`config.mk`:
```
export PLATFORM = sky130hd
export DESIGN_NAME = conv3x3_engine_flat
export DESIGN_NICKNAME = d
export VERILOG_FILES = /design/src/rtl/conv_pkg.sv /design/src/rtl/conv3x3_engine_if.sv /design/src/rtl/conv_mac.sv /design/src/rtl/conv3x3_engine.sv /design/src/flat_wrapper.sv
export SDC_FILE = /design/constraint.sdc
export NUM_CORES = 1
export LEC_CHECK = 0
export BUFFER_PORTS_ARGS = -buffer_cell sky130_fd_sc_hd__buf_2
export CAP_MARGIN = 20
export CORE_MARGIN = 2
export CORE_UTILIZATION = 62
export DETAILED_ROUTE_END_ITERATION = 8
export GPL_TIMING_DRIVEN = 0
export PLACE_DENSITY_LB_ADDON = 0.15
export RECOVER_POWER = 25
export REMOVE_ABC_BUFFERS = 1
export SLEW_MARGIN = 30
export SYNTH_ARGS = -nofsm -noshare
export SYNTH_HDL_FRONTEND = slang
export SYNTH_SLANG_ARGS = --single-unit
```
`constraint.sdc`:
```
create_clock -name i_clk -period 8.3 [get_ports i_clk]
set_input_delay 1.66 -clock i_clk [delete_from_list [all_inputs] [get_ports i_clk]]
set_output_delay 1.66 -clock i_clk [all_outputs]
set_load 0.02 [all_outputs]
```
`src/rtl/conv_pkg.sv`:
```
// Shared widths, window geometry and FSM state encoding for the 3x3 convolution engine.
// Pure definitions: no logic, no latency and no backpressure.
package conv_pkg;
    localparam int DATA_W = 8;
    localparam int COEF_W = 8;
    // 9 taps need 4 guard bits on top of one signed product.
    localparam int ACC_W  = DATA_W + COEF_W + 1 + 4;
    localparam int KSIZE  = 3;
    localparam int KTAPS  = KSIZE * KSIZE;

    localparam logic [1:0] ST_IDLE = 2'd0;
    localparam logic [1:0] ST_LOAD = 2'd1;
    localparam logic [1:0] ST_MAC  = 2'd2;
    localparam logic [1:0] ST_DONE = 2'd3;

    typedef logic [DATA_W-1:0]        pixel_t;
    typedef logic signed [COEF_W-1:0] coef_t;
    typedef logic signed [ACC_W-1:0]  acc_t;
endpackage

```
`src/rtl/conv3x3_engine_if.sv`:
```
// Controller-facing bundle: compute handshake, BRAM row data, kernel writes and result.
// Wiring only: no latency; the controller must hold off starts and kernel writes while busy is high.
interface conv3x3_engine_if;
    import conv_pkg::*;

    logic        compute_conv;
    pixel_t      row0;
    pixel_t      row1;
    pixel_t      row2;
    logic        kernel_wr;
    logic [3:0]  kernel_addr;
    coef_t       kernel_data;
    logic        busy;
    logic        conv_done;
    acc_t        result;

    modport master (
        output compute_conv, row0, row1, row2, kernel_wr, kernel_addr, kernel_data,
        input  busy, conv_done, result
    );

    modport slave (
        input  compute_conv, row0, row1, row2, kernel_wr, kernel_addr, kernel_data,
        output busy, conv_done, result
    );
endinterface

```
`src/rtl/conv_mac.sv`:
```
// One signed multiply-accumulate per enabled cycle; sum is the combinational acc + current product.
// Latency 1 cycle into the accumulator; no backpressure, clr has priority over en.
module conv_mac
    import conv_pkg::*;
(
    input  logic   clk,
    input  logic   rst,
    input  logic   clr,
    input  logic   en,
    input  pixel_t pixel,
    input  coef_t  coef,
    output acc_t   sum
);
    logic signed [DATA_W:0]        pixel_s;
    logic signed [DATA_W+COEF_W:0] prod;
    acc_t                          prod_ext;
    acc_t                          acc;

    // Pixels are unsigned, so a zero MSB keeps them positive in the signed multiply.
    assign pixel_s  = {1'b0, pixel};
    assign prod     = pixel_s * coef;
    assign prod_ext = {{(ACC_W-DATA_W-COEF_W-1){prod[DATA_W+COEF_W]}}, prod};
    assign sum      = acc + prod_ext;

    always_ff @(posedge clk or posedge rst) begin
        if (rst)
            acc <= '0;
        else if (clr)
            acc <= '0;
        else if (en)
            acc <= sum;
    end
endmodule

```
`src/rtl/conv3x3_engine.sv`:
```
// 3x3 window capture from three BRAM rows, then 9 serial MACs against a stored kernel.
// Done pulses 12 edges after the accepting edge; starts and kernel writes are ignored while busy.
module conv3x3_engine
    import conv_pkg::*;
(
    input  logic               i_clk,
    input  logic               i_rst,
    conv3x3_engine_if.slave    bus
);
    logic [1:0] state;
    logic [1:0] col_cnt;
    logic [3:0] mac_idx;
    pixel_t     win  [KTAPS];
    coef_t      coef [KTAPS];
    logic       start;
    logic       last_tap;
    pixel_t     tap_pixel;
    coef_t      tap_coef;
    acc_t       mac_sum;

    assign start    = (state == ST_IDLE) && bus.compute_conv;
    assign last_tap = (mac_idx == 4'(KTAPS - 1));
    assign bus.busy = (state != ST_IDLE);

    always_comb begin
        tap_pixel = '0;
        tap_coef  = '0;
        for (int k = 0; k < KTAPS; k++) begin
            if (mac_idx == 4'(k)) begin
                tap_pixel = win[k];
                tap_coef  = coef[k];
            end
        end
    end

    always_ff @(posedge i_clk or posedge i_rst) begin
        if (i_rst) begin
            state         <= ST_IDLE;
            col_cnt       <= '0;
            mac_idx       <= '0;
            bus.conv_done <= 1'b0;
            bus.result    <= '0;
        end else begin
            bus.conv_done <= 1'b0;
            case (state)
                ST_IDLE: if (start) begin
                    state   <= ST_LOAD;
                    col_cnt <= '0;
                    mac_idx <= '0;
                end
                ST_LOAD: begin
                    col_cnt <= col_cnt + 2'd1;
                    if (col_cnt == 2'(KSIZE - 1))
                        state <= ST_MAC;
                end
                ST_MAC: begin
                    mac_idx <= mac_idx + 4'd1;
                    if (last_tap) begin
                        bus.result    <= mac_sum;
                        bus.conv_done <= 1'b1;
                        state         <= ST_DONE;
                    end
                end
                default: state <= ST_IDLE;
            endcase
        end
    end

    // Row data arrives one cycle after the controller's address, i.e. one column per LOAD cycle.
    always_ff @(posedge i_clk or posedge i_rst) begin
        if (i_rst) begin
            for (int k = 0; k < KTAPS; k++)
                win[k] <= '0;
        end else if (state == ST_LOAD) begin
            for (int c = 0; c < KSIZE; c++) begin
                if (col_cnt == 2'(c)) begin
                    win[c]           <= bus.row0;
                    win[KSIZE + c]   <= bus.row1;
                    win[2*KSIZE + c] <= bus.row2;
                end
            end
        end
    end

    // Addresses 9..15 match no entry and fall through.
    always_ff @(posedge i_clk or posedge i_rst) begin
        if (i_rst) begin
            for (int k = 0; k < KTAPS; k++)
                coef[k] <= '0;
        end else if (bus.kernel_wr && (state == ST_IDLE)) begin
            for (int k = 0; k < KTAPS; k++) begin
                if (bus.kernel_addr == 4'(k))
                    coef[k] <= bus.kernel_data;
            end
        end
    end

    conv_mac u_mac (
        .clk   (i_clk),
        .rst   (i_rst),
        .clr   (start),
        .en    (state == ST_MAC),
        .pixel (tap_pixel),
        .coef  (tap_coef),
        .sum   (mac_sum)
    );
endmodule

```
`src/flat_wrapper.sv`:
```
// flat-port wrapper written by rule: the top's interface ports become plain ports
module conv3x3_engine_flat import conv_pkg::*;
  (i_clk, i_rst, bus_compute_conv, bus_row0, bus_row1, bus_row2, bus_kernel_wr, bus_kernel_addr, bus_kernel_data, bus_busy, bus_conv_done, bus_result);
  conv3x3_engine_if bus_i ();
  input  logic i_clk;
  input  logic i_rst;
  input wire logic [$bits(bus_i.compute_conv)-1:0] bus_compute_conv;
  input wire logic [$bits(bus_i.row0)-1:0] bus_row0;
  input wire logic [$bits(bus_i.row1)-1:0] bus_row1;
  input wire logic [$bits(bus_i.row2)-1:0] bus_row2;
  input wire logic [$bits(bus_i.kernel_wr)-1:0] bus_kernel_wr;
  input wire logic [$bits(bus_i.kernel_addr)-1:0] bus_kernel_addr;
  input wire logic [$bits(bus_i.kernel_data)-1:0] bus_kernel_data;
  output wire logic [$bits(bus_i.busy)-1:0] bus_busy;
  output wire logic [$bits(bus_i.conv_done)-1:0] bus_conv_done;
  output wire logic [$bits(bus_i.result)-1:0] bus_result;
  assign bus_i.compute_conv = bus_compute_conv;
  assign bus_i.row0 = bus_row0;
  assign bus_i.row1 = bus_row1;
  assign bus_i.row2 = bus_row2;
  assign bus_i.kernel_wr = bus_kernel_wr;
  assign bus_i.kernel_addr = bus_kernel_addr;
  assign bus_i.kernel_data = bus_kernel_data;
  assign bus_busy = bus_i.busy;
  assign bus_conv_done = bus_i.conv_done;
  assign bus_result = bus_i.result;
  conv3x3_engine u_core (.i_clk(i_clk), .i_rst(i_rst), .bus(bus_i));
endmodule
```
==> impl_results.md <==
* Run status: complete, but fails checks
* Failing checks: capacitance limit, slew limit
* Per-instance average area after synthesis at 10.8 um2
* Hold violation total from the final report at 0
* Cell at the slowest stage of the critical path: sky130_fd_sc_hd__a21oi_1
* Die Wd at 142 um
* CP arrival at 8160 ps
* Worst R2R End: u_core.u_mac.acc[18]
* Worst-case clock buffer depth at 2
* # DRC at 0
* Synthesized-area fraction occupied by ao, oa, aoi and oai cells at 10.7%
* Via count of the first global-routing pass at between 8000 and 9000
* Total buffers and inverters traversed by the critical path at 6
* Number of design-rule violations left by the first detailed-router iteration at 629
* Routability cong. at 0.848
* Net total in the final layout at between 1000 and 1500
* Clock-pin slew of the registers on the worst-case setup and hold paths at 80 ps
* Proportion of synthesized area in mux cells at a little over an eighth
* Class of the tightest hold or removal check: reg -> reg
* Startpoint of the worst-slack reg-to-reg timing path: u_core.mac_idx[0]
* Async set-reset flop share out of synthesis at 100%
* Worst Skew at 12.8 ps
* Synthesis-to-layout area growth at 9.94%
* Total grt overflow at 0
* Crit path max-delay family: adder cells
* Number of synthesized register bits at 195
* Setup repair after global routing missed its margin: false
* Data required time of the critical path at approximately 8600 ps
* Main combinational cell family by area after synthesis: adder cells
* Full die area at approximately 20000 um2
* Count of max-cap constraint violations at 2
* Number of iterations in the first detailed-routing pass at 5
* Slew at the pin closest to its max-slew limit at 4010 ps
* Post-synthesis simple-gate area fraction at between 10% and 20%
* Share of synthesized area occupied by flip-flops and latches at 41.1%
* Worst-skew pair later-pin latency at 450 ps
* Routed wirelength normalized by instance count at 19.2 um
* Fraction of the cycle the final worst path needs at 94.3%
* Warnings, synthesis at 0
* Final-report setup violation count at 0
* F_max at around 0.13 GHz
* Depth of the most critical reg-to-reg path at 23
* Count of port buffers added during placement at 62
* Detailed-route vias per instance at 6.06
* Global-route wire length before repair at 44200 um
* Initial standard-cell utilization of the core at 63.3%
* Cells after Synth at 1101
* Clock Root Buffer: sky130_fd_sc_hd__clkbuf_16
* Headroom to the max-slew limit at -167%
* WHS Endpoint: u_core.bus.result[5]
* Sequence of cells on the critical path: inv_1, ha_2, buf_16, clkinvlp_4, a311oi_1, o21ai_0, a21oi_1, nand2_1, fa_1, fa_1, inv_1, fa_1, fa_1, inv_1, fa_1, inv_1, ha_1, o21ai_0, nor2_1, o211a_1, o2111a_1, or3_1, a32o_1
* Post-CTS setup-driven buffer insertion count at 0
* Number of vias after detailed routing at 8421
* Xor/xnor share of the synthesized area at 1.18%
* Vert. Die Dim at 142 um
* H-tree depth at 4
* Initial antenna violation count at 3
* Syn Std Cell Area at 11900 um2
* Maximum fanout along the worst path at 28
* Worst Setup End Kind: flip-flop
* Critical hold path startpoint: u_core.bus.result[5]
* Number of buffers inserted for hold repair after clock tree synthesis at 0
* Cell depth of the worst min-delay path at 2
* TritonCTS buffer count at 17
* Critical path's most frequent cell: sky130_fd_sc_hd__fa_1
* Crit. path cell count at 23
* Number of slew-limit violations in the final report at 116
* Boundary Pins at 63
* Top FF cell, synth: sky130_fd_sc_hd__dfrtp_1
* Share of cells above drive strength 1 at 22.9%
* Placed Area at between 10000 and 15000 um2
* Sinks on Clock Net at approximately 200
* Element type at the critical path start: flip-flop
* Cell Rows at 50
* Post-detailed-routing wire length at ~27000 um
* Number of library cell types mapped by synthesis at 59
* Global Route Usage Sum at 28.1%
* Highest-count cells in the layout ignoring fill and taps: 195 x sky130_fd_sc_hd__dfrtp_1, 145 x sky130_fd_sc_hd__mux2_2, 127 x sky130_fd_sc_hd__nand2_1
* Most common cell after layout, fill and taps aside: sky130_fd_sc_hd__dfrtp_1
* CP max stage delay at about 700 ps
* Fin crit period at about 7800 ps
* CTS-repair resized insts at 0
* CTS tree: built
* Critical Setup Path Class: reg -> reg
* Number of nets still failing antenna checks after routing at 0
* Placeable Area at 18800 um2
* Worst setup slack for register-to-register paths at 470 ps
* Half-perimeter wire length after detailed placement at 18000 um
* Post-layout instance area at around 13000 um2
* Number of enable flip-flop cells after synthesis at 0
* Pin count of the biggest net entering global routing at slightly above 80
* Adder-cell area share of the yosys netlist at 16.4%
[final cells by class]
type / instances / area (um2)
flip-flops and latches: 195 / 4880
clock buffers: 19 / 443
inverters: 89 / 339
repair buffers: 68 / 423
well taps: 234 / 293
fillers: 1453 / 5700
multi-input cells: 769 / 6550
clock inverters: 13 / 138
diodes: 2 / 5.00
[per-stage QoR]
step	TNS [ps]	hold slack [ps]	utilization, %	cells	setup WS [ps]
after CTS	0	475	69.7	1387	262
after global placement	-189770	457	65.5	1349	-945
after floorplan	0	450	-	1053	1070
final	0	469	69.6	1389	471
after detailed placement	0	457	66.6	1355	301
after global routing	0	500	69.6	1388	56.9
[synthesized netlist by cell type (all sizes together) (3+ instances only)]
library cell / number / area share [%]
dfrtp: 195 / 41
mux2: 145 / 14
nand2: 128 / 4.0
inv: 89 / 2.8
ha: 74 / 7.8
o21ai: 57 / 2.4
fa: 51 / 8.6
nor2: 48 / 1.5
a21oi: 29 / 1.2
nand3b: 29 / 1.8
clkbuf: 27 / 0.86
and2: 26 / 1.4
buf: 21 / 0.84
a311oi: 15 / 1.1
nor2b: 15 / 0.79
a21o: 14 / 0.88
xnor2: 11 / 0.81
nor3: 10 / 0.46
a22o: 9 / 0.66
nand2b: 9 / 0.47
nand3: 9 / 0.38
a211o: 8 / 0.59
a222oi: 6 / 0.51
nand4: 5 / 0.26
nor3b: 5 / 0.40
nor4: 5 / 0.32
o211ai: 5 / 0.32
o21a: 5 / 0.32
xor2: 5 / 0.37
a31oi: 4 / 0.21
a211oi: 3 / 0.23
a221o: 3 / 0.25
a31o: 3 / 0.22
a32o: 3 / 0.25
and3b: 3 / 0.22
o311ai: 3 / 0.22
o31a: 3 / 0.22
or3: 3 / 0.16
[sequential cells by signal (all words and copies together) (netlist names)]
name	flops
u_core.bus.result	21
u_core.bus.conv_done	1
u_core.mac_idx	4
u_core.u_mac.acc	21
u_core.win	72
u_core.coef	72
u_core.state	2
u_core.col_cnt	2
[tightest hold or removal path, delay by kind of cell (launching register included)]
kind	cells	cell delay, ps
and+or+nand+nor	2	100
DFF	1	340
[cells by family after synthesis]
logic type               after synthesis
buffers and inverters                137
XOR/XNOR                              16
AND/OR/NAND/NOR                      298
AO/OA/AOI/OAI                        185
multiplexers                         145
adder cells (fa/ha/maj)              125
flip-flops                           195
[worst max path at each step]
| stage | startpoint | to |
|---|---|---|
| after global routing | u_core.mac_idx[0] | u_core.u_mac.acc[18] |
| after floorplan | u_core.mac_idx[0] | u_core.u_mac.acc[18] |
| final | u_core.mac_idx[0] | u_core.u_mac.acc[18] |
| after global placement | i_rst | u_core.bus.result[16] |
| after detailed placement | u_core.mac_idx[0] | u_core.u_mac.acc[18] |
| after CTS | u_core.mac_idx[0] | u_core.u_mac.acc[18] |
[layer usage]
metal | vias to the layer above | GRT usage (%) | part of all wire, % | wire [um]
met5 | - | 0 | 0.049 | 13
met3 | 43 | 5.72 | 5.6 | 1490
met1 | 4242 | 38.9 | 45 | 12000
li1 | 3902 | - | - | -
met2 | 232 | 45.3 | 47 | 12600
met4 | 2 | 8.03 | 1.9 | 512
Power is left out: the tool's default activity adds up to more than one toggle a clock period on the data nets, which glitch-free logic cannot reach.
